$ cat src/rtl/load_store_unit.sv
// Load/store unit: one CPU access at a time against a single-ported word memory,
// with read-modify-write for sub-word stores. Optional misalignment trap: LSU_MISALIGN_TRAP_EN.
module load_store_unit (
    input  logic        clock,
    input  logic        reset,
    input  logic        req_valid,
    output logic        req_ready,
    input  logic        req_write,
    input  logic [1:0]  req_size,
    input  logic        req_signed,
    input  logic [31:0] req_address,
    input  logic [31:0] req_wdata,
    output logic        resp_valid,
    output logic [31:0] resp_rdata,
    output logic        resp_error,
    output logic [29:0] mem_address,
    output logic        mem_write_enable,
    output logic [31:0] mem_write_input,
    input  logic [31:0] mem_read_result
);

    // Handshake: a request transfers on a posedge where req_valid && req_ready;
    // the response is a single resp_valid pulse with no backpressure.
    typedef enum logic [1:0] {IDLE, READ, WRITE, RESP} state_t;

    state_t      state;
    logic        write_q;
    logic        signed_q;
    logic [1:0]  size_q;
    logic [1:0]  off_q;
    logic [29:0] word_q;
    logic [31:0] data_q;

    logic [1:0]  size_eff;
    logic [1:0]  off_eff;
    logic        trap;
    logic [7:0]  lane_b;
    logic [15:0] lane_h;
    logic [31:0] load_ext;
    logic [31:0] merged;

    assign size_eff = (req_size == 2'b11) ? 2'b10 : req_size;
    assign off_eff  = (size_eff == 2'b00) ? req_address[1:0] :
                      (size_eff == 2'b01) ? {req_address[1], 1'b0} : 2'b00;

`ifdef LSU_MISALIGN_TRAP_EN
    assign trap = ((req_size == 2'b01) && req_address[0]) ||
                  ((req_size == 2'b10) && (req_address[1:0] != 2'b00)) ||
                  (req_size == 2'b11);
`else
    assign trap = 1'b0;
`endif

    assign lane_b = mem_read_result[{off_q, 3'b000} +: 8];
    assign lane_h = off_q[1] ? mem_read_result[31:16] : mem_read_result[15:0];

    always_comb begin
        load_ext = mem_read_result;
        case (size_q)
            2'b00:   load_ext = {{24{signed_q & lane_b[7]}}, lane_b};
            2'b01:   load_ext = {{16{signed_q & lane_h[15]}}, lane_h};
            default: load_ext = mem_read_result;
        endcase
    end

    // Sub-word store: keep the fetched word, overwrite only the addressed lane(s).
    always_comb begin
        merged = mem_read_result;
        case (size_q)
            2'b00: merged[{off_q, 3'b000} +: 8] = data_q[7:0];
            2'b01: begin
                if (off_q[1]) merged[31:16] = data_q[15:0];
                else          merged[15:0]  = data_q[15:0];
            end
            default: merged = data_q;
        endcase
    end

    assign req_ready        = (state == IDLE) && !reset;
    assign mem_address      = ((state == READ) || (state == WRITE)) ? word_q : 30'd0;
    assign mem_write_enable = (state == WRITE);
    assign mem_write_input  = (state == WRITE) ? data_q : 32'd0;

    always_ff @(posedge clock or posedge reset) begin
        if (reset) begin
            state      <= IDLE;
            write_q    <= 1'b0;
            signed_q   <= 1'b0;
            size_q     <= 2'b00;
            off_q      <= 2'b00;
            word_q     <= 30'd0;
            data_q     <= 32'd0;
            resp_valid <= 1'b0;
            resp_rdata <= 32'd0;
            resp_error <= 1'b0;
        end else begin
            resp_valid <= 1'b0;
            resp_rdata <= 32'd0;
            resp_error <= 1'b0;
            case (state)
                IDLE: begin
                    if (req_valid) begin
                        write_q  <= req_write;
                        signed_q <= req_signed;
                        size_q   <= size_eff;
                        off_q    <= off_eff;
                        word_q   <= req_address[31:2];
                        data_q   <= req_wdata;
                        if (trap) begin
                            state      <= RESP;
                            resp_valid <= 1'b1;
                            resp_error <= 1'b1;
                        end else if (req_write && (size_eff == 2'b10)) begin
                            state <= WRITE;
                        end else begin
                            state <= READ;
                        end
                    end
                end
                READ: begin
                    if (write_q) begin
                        data_q <= merged;
                        state  <= WRITE;
                    end else begin
                        resp_valid <= 1'b1;
                        resp_rdata <= load_ext;
                        state      <= RESP;
                    end
                end
                WRITE: begin
                    resp_valid <= 1'b1;
                    state      <= RESP;
                end
                default: state <= IDLE;
            endcase
        end
    end

endmodule

$ cat config.mk
export PLATFORM = sky130hd
export DESIGN_NAME = load_store_unit
export DESIGN_NICKNAME = d
export VERILOG_FILES = /design/src/rtl/load_store_unit.sv
export SDC_FILE = /design/constraint.sdc
export NUM_CORES = 1
export LEC_CHECK = 0
export CAP_MARGIN = 10
export CELL_PAD_IN_SITES_DETAIL_PLACEMENT = 1
export CELL_PAD_IN_SITES_GLOBAL_PLACEMENT = 1
export CORE_ASPECT_RATIO = 1.1
export CORE_MARGIN = 10
export CORE_UTILIZATION = 48
export DETAILED_ROUTE_END_ITERATION = 16
export DONT_BUFFER_PORTS = 1
export HOLD_SLACK_MARGIN = 0.15
export MAX_ROUTING_LAYER = met4
export PLACE_DENSITY_LB_ADDON = 0.2
export SYNTH_ARGS = -nofsm -noshare
export SYNTH_HDL_FRONTEND = slang
export SYNTH_SLANG_ARGS = --single-unit
$ cat constraint.sdc
create_clock -name clock -period 5.1 [get_ports clock]
set_input_delay 1.275 -clock clock [delete_from_list [all_inputs] [get_ports clock]]
set_output_delay 1.275 -clock clock [all_outputs]
set_load 0.1 [all_outputs]
## Yosys cells after proc, flatten, opt, wreduce, memory -nomap -nowiden

Cells that the tools add are included.

- Flip-flop bits (word level): 103
- Input port bits: 103
- Word-level logic and storage cells: 59

- $add $sub $neg: 1
- Equal/unequal tests: 10
- Shift-type cells: 3
- Multiplexer cells: 22
- Bitwise gates (word level): 2
- Reduce and logical (&&, ||, !) cells: 11

Operators with widths:

| cell | count |
|---|---|
| 32-bit one-hot mux with 2 select lines | 3 |
| 32-bit 2-to-1 mux | 5 |
| 16-bit 2-to-1 mux | 3 |
| 32-bit bitwise mux | 1 |
| 8-bit by 7-bit variable shift with 32-bit output (first input constant) | 1 |
| 32-bit by 6-bit indexed part select with 8-bit output | 1 |
| 8-bit by 7-bit indexed part select with 32-bit output | 1 |
| 30-bit 2-to-1 mux | 1 |
| 2-bit 2-to-1 mux | 5 |
| 5-bit negation with 7-bit output | 1 |
| 2-bit by 1-bit == test with 1-bit output (second input constant) | 3 |
| 2-bit == test (second input constant) | 3 |
| 2-bit zero test | 3 |
| 2-bit one-hot mux with 3 select lines | 1 |
| 5-bit AND reduction | 1 |
| 2-bit != test (second input constant) | 2 |
| 4-bit AND reduction | 1 |
| 3-bit by 1-bit != test with 1-bit output (second input constant) | 1 |
| 3-bit != test (second input constant) | 1 |
| 1-bit AND | 2 |
| 1-bit logical AND | 2 |
| 1-bit 2-to-1 mux | 2 |
| 1-bit one-hot mux with 2 select lines | 1 |
| 2-bit AND reduction | 1 |
| other kinds (3) | 3 |

## Depth between registers and ports, before layout

- Word-level depth: 7
- Depth in mapped cells: 10
- Mapped depth without buffers: 6

## Worst setup path after synthesis

No wires, ideal clock.

- Path type: input-to-output
- Start point: in reset
- End point: out req_ready
- Data arrival time: 2610 ps
- Path slack: 1215 ps
- Stages: 1
- Buffers on the path: 0
- Cells stage by stage: nor2b_1

- Longest elaborated chain between the ends: 2

RTL lines:

| item | line | source |
|---|---|---|
| from (decl) | 5 | `input logic reset,` |
| 1-bit zero test (no line) | - |  |
| 1-bit logical AND | 79 | `assign req_ready = (state == IDLE) && !reset;` |
| to (decl) | 7 | `output logic req_ready,` |

Every way passes these cells.

## Worst setup path after layout

- Start point: reg state[0]
- End point: out mem_write_input[23]

- Longest elaborated chain between the ends: 2

RTL lines:

| item | line | source |
|---|---|---|
| from (decl) | 26 | `state_t state;` |
| from (signal assigned) | 86 | `state <= IDLE;` |
| from (signal assigned) | 110 | `state <= RESP;` |
| from (signal assigned) | 114 | `state <= WRITE;` |
| 2-bit == test | - |  |
| named net mem_write_enable | 17 | `output logic mem_write_enable,` |
| 32-bit 2-to-1 mux | 82 | `assign mem_write_input = (state == WRITE) ? data_q : 32'd0;` |
| to (decl) | 18 | `output logic [31:0] mem_write_input,` |

The timed path passes the listed nets, and every way through them passes these cells.

==> impl_summary.md <==
Global route
The largest net degree at the start of global routing is 71. The residual overflow from global routing is 0. The first-pass GRT wire length is 26,700 um. For this run, the total global-route usage over all layers was measured as 0.220. The number of global-route vias before repair was 4,564. The initial antenna violation count is 0.

Clock tree
The clock net in this run drives a total of 103 sinks. In this run, post-CTS repair resized a total of 0 instances. Buffers inserted during clock tree synthesis total 9. The library cell used as clock root buffer is sky130_fd_sc_hd__clkbuf_16. The number of buffers added to fix hold violations after cts is 0.

The number of buffers inserted to repair setup after CTS is 0. The H-tree was split into 3 levels. After clock tree synthesis, the clock-pin slew on the worst setup and hold paths is 0.07 ns.

The clock latency reported for the late side of the worst-skew pair is 0.35 ns. The maximum clock insertion buffer count is 2. TritonCTS built the clock tree.

Yosys
The fraction of registers with async set/reset is 1.00. The commonest cells after synthesis are 103 x sky130_fd_sc_hd__dfrtp_1, 67 x sky130_fd_sc_hd__and2_1, 42 x sky130_fd_sc_hd__mux2_2, 35 x sky130_fd_sc_hd__nor2_1, 32 x sky130_fd_sc_hd__a21oi_1. The number of synthesized flops with an enable pin is 0. The number of library cell types mapped by synthesis is 49. In the synthesized netlist, the number of instances is 533. The count of yosys warnings during synthesis is 0. The post-synthesis sequential element count is 103. The mean instance size in the synthesized netlist is 10.5 um^2. The most used standard cell by instance count after synthesis is sky130_fd_sc_hd__dfrtp_1. Of the synthesized area, sequential elements account for 0.463.

The post-synth design cell area is 5570 um^2. Synthesis produced a netlist with a net count of 645. Yosys attributes the largest share of cell area to sky130_fd_sc_hd__dfrtp_1 46%, sky130_fd_sc_hd__mux2_2 8.5%, sky130_fd_sc_hd__and2_1 7.5%. The share of synthesized area in the top cell type comes to 0.463. The most used flip-flop cell after synthesis is sky130_fd_sc_hd__dfrtp_1. The largest area contributor in the synthesized netlist is sky130_fd_sc_hd__dfrtp_1.

Die
Measured along the x axis, the die boundary spans 123 um. The cell row count is 41. Measured along the y axis, the die boundary spans 133 um. The floorplan die area is 16,300 um^2.

For this configuration, the core starts out at a cell density of 0.487. 201 I/O pins were placed. The placeable core region is 11,400 um^2.

Critical path
The peak fanout along the critical path is 34. The signal on the critical path passes through inv_1, ha_2, and2_1. At the worst endpoint, the required time is 3.83 ns. Data on the critical path arrives at its endpoint at 2.64 ns. The category of the most critical setup path is flip-flop to output port. The slowest stage of the critical path is the sky130_fd_sc_hd__and2_1 cell. STA classifies the critical path startpoint as a flip-flop. The worst register-to-register path has a setup slack of 1.74 ns.

The kind of end point of the critical path is an output port. The peak per-stage delay on the critical path is 0.90 ns.

Placed design
After legalization and detailed placement, the total HPWL measured 13,600 um. The weighted congestion reported at the end of routability-driven placement is 0.868. Port buffering added 0 buffers. The pre-CTS setup slack is 1.53 ns.

STA
The post-route minimum period is 3.91 ns. Setup total negative slack on the finished layout was measured at 0 ns. The relative slew slack is 0.221. At the pin with the least slew margin, the transition time is 1.15 ns.

Setup repair after global routing left no endpoint under its margin. The final hold violation count was 0. The number of setup violations in the final report is 0. The final worst clock skew is 0.00582 ns. Dividing the final minimum period by the clock period gives 0.767. Static timing analysis puts the maximum clock frequency at 256 MHz.

The final critical-path setup slack is 1.19 ns. The number of max-slew violations in the final report came to 0.

Detailed routing
For this block, the routed nets add up to 17,700 um of wire. In this run the remaining antenna-violating nets after routing total 0. Dividing the detail-routed via count by the number of cells gives 6.22. Across all layers, the routed design uses 4,151 vias. The number of iterations in the first detailed-routing pass is 5. The number of DRC violations after detailed routing is 0. The number of violations reported at the end of detailed-routing iteration 0 is 258. After detailed routing, the average wire length per cell comes to 26.6 um.

Status
The run finished with clean final reports.

Cells and area
The area growth from synthesis to layout is 6.49%. The final net count is 624. Of the cells placed in the final design, the portion with a size suffix greater than 1 is 0.153. The core occupancy in the finished layout is 0.519. The number of antenna diodes in the final layout is 0.

Job
The number of maximum-capacitance constraint violations is 0.

Worst hold path
The worst hold path belongs to the class flip-flop to flip-flop.
per-layer routing:
layer	vias up	track usage	wire (um)
li1	1859	-	-
met1	2107	0.240	6520
met2	163	0.365	9230
met3	22	0.0753	1660
met4	0	0.0688	337
met5	-	-	0
layout by cell type, fill, tap and decap left out, types with 2 or more instances in the layout:
cell type	instances
sky130_fd_sc_hd__a211oi_1	5
sky130_fd_sc_hd__a21o_1	18
sky130_fd_sc_hd__a21oi_1	32
sky130_fd_sc_hd__a221o_1	8
sky130_fd_sc_hd__a221oi_1	13
sky130_fd_sc_hd__a22o_1	13
sky130_fd_sc_hd__a22oi_1	8
sky130_fd_sc_hd__a2bb2oi_1	3
sky130_fd_sc_hd__a31oi_1	5
sky130_fd_sc_hd__and2_1	67
sky130_fd_sc_hd__buf_4	5
sky130_fd_sc_hd__clkbuf_16	9
sky130_fd_sc_hd__clkinvlp_4	2
sky130_fd_sc_hd__dfrtp_1	103
sky130_fd_sc_hd__ha_1	8
sky130_fd_sc_hd__inv_1	10
sky130_fd_sc_hd__mux2_1	8
sky130_fd_sc_hd__mux2_2	42
sky130_fd_sc_hd__mux2i_1	16
sky130_fd_sc_hd__nand2_1	30
sky130_fd_sc_hd__nand2b_1	8
sky130_fd_sc_hd__nand3_1	5
sky130_fd_sc_hd__nor2_1	35
sky130_fd_sc_hd__nor2b_1	4
sky130_fd_sc_hd__nor3_1	2
sky130_fd_sc_hd__o21ai_0	14
sky130_fd_sc_hd__o221a_2	2
sky130_fd_sc_hd__o22ai_1	3
sky130_fd_sc_hd__o31ai_1	10
sky130_fd_sc_hd__or2_0	4
final timing paths:
path | startpoint | end | cells past startpoint
worst max-delay path | state[0] | mem_write_input[23] | 3
worst min-delay path | word_q[20] | word_q[20] | 1
worst max register to register | state[1] | data_q[4] | 6
worst min register to register | word_q[20] | word_q[20] | 1
max in group asynchronous | reset | resp_rdata[13] | 2
min in group asynchronous | reset | word_q[16] | 1
registers in the layout (all words and copies together) (netlist names):
register,count
data_q,32
word_q,30
write_q,1
state,2
resp_rdata,32
off_q,2
size_q,2
resp_valid,1
signed_q,1
cell type report:
cell class | instances | area (um^2)
inverters | 12 | 47.5
clock buffers | 9 | 225
clock inverters | 7 | 78.8
repair buffers | 5 | 37.5
multi-input cells | 381 | 2780
flip-flops and latches | 103 | 2580
fillers | 1241 | 5510
well taps | 150 | 188
metrics by stage:
stage	hold slack (ns)	instances	instance area (um^2)
floorplan	0.440	533	5570
global route	0.523	667	5930
CTS	0.503	667	5930
detailed placement	0.486	651	5630
finish	0.500	667	5930
global placement	0.479	651	5630
critical path, delay by kind of cell, from the launching register on:
family                     cells  cell delay, ns
DFF                            1            0.40
adders and majority gates      1            0.83
buffers and inverters          1            0.12
and+or+nand+nor                1            0.90
logic make-up (layout without fill, tap and decap cells):
| logic type | after synthesis | count (layout) | synth area share |
|---|---|---|---|
| AND/OR/NAND/NOR | 162 | 162 | 0.154 |
| flip-flops | 103 | 103 | 0.463 |
| AO/OA/AOI/OAI | 141 | 141 | 0.186 |
| adder cells (fa/ha/maj) | 9 | 9 | 0.0202 |
| other | 1 | 1 | 0.000673 |
| multiplexers | 68 | 68 | 0.137 |
| buffers and inverters | 49 | 33 | 0.0395 |
Power is left out: the tool's default activity adds up to more than one toggle a clock period on the data nets, which glitch-free logic cannot reach.
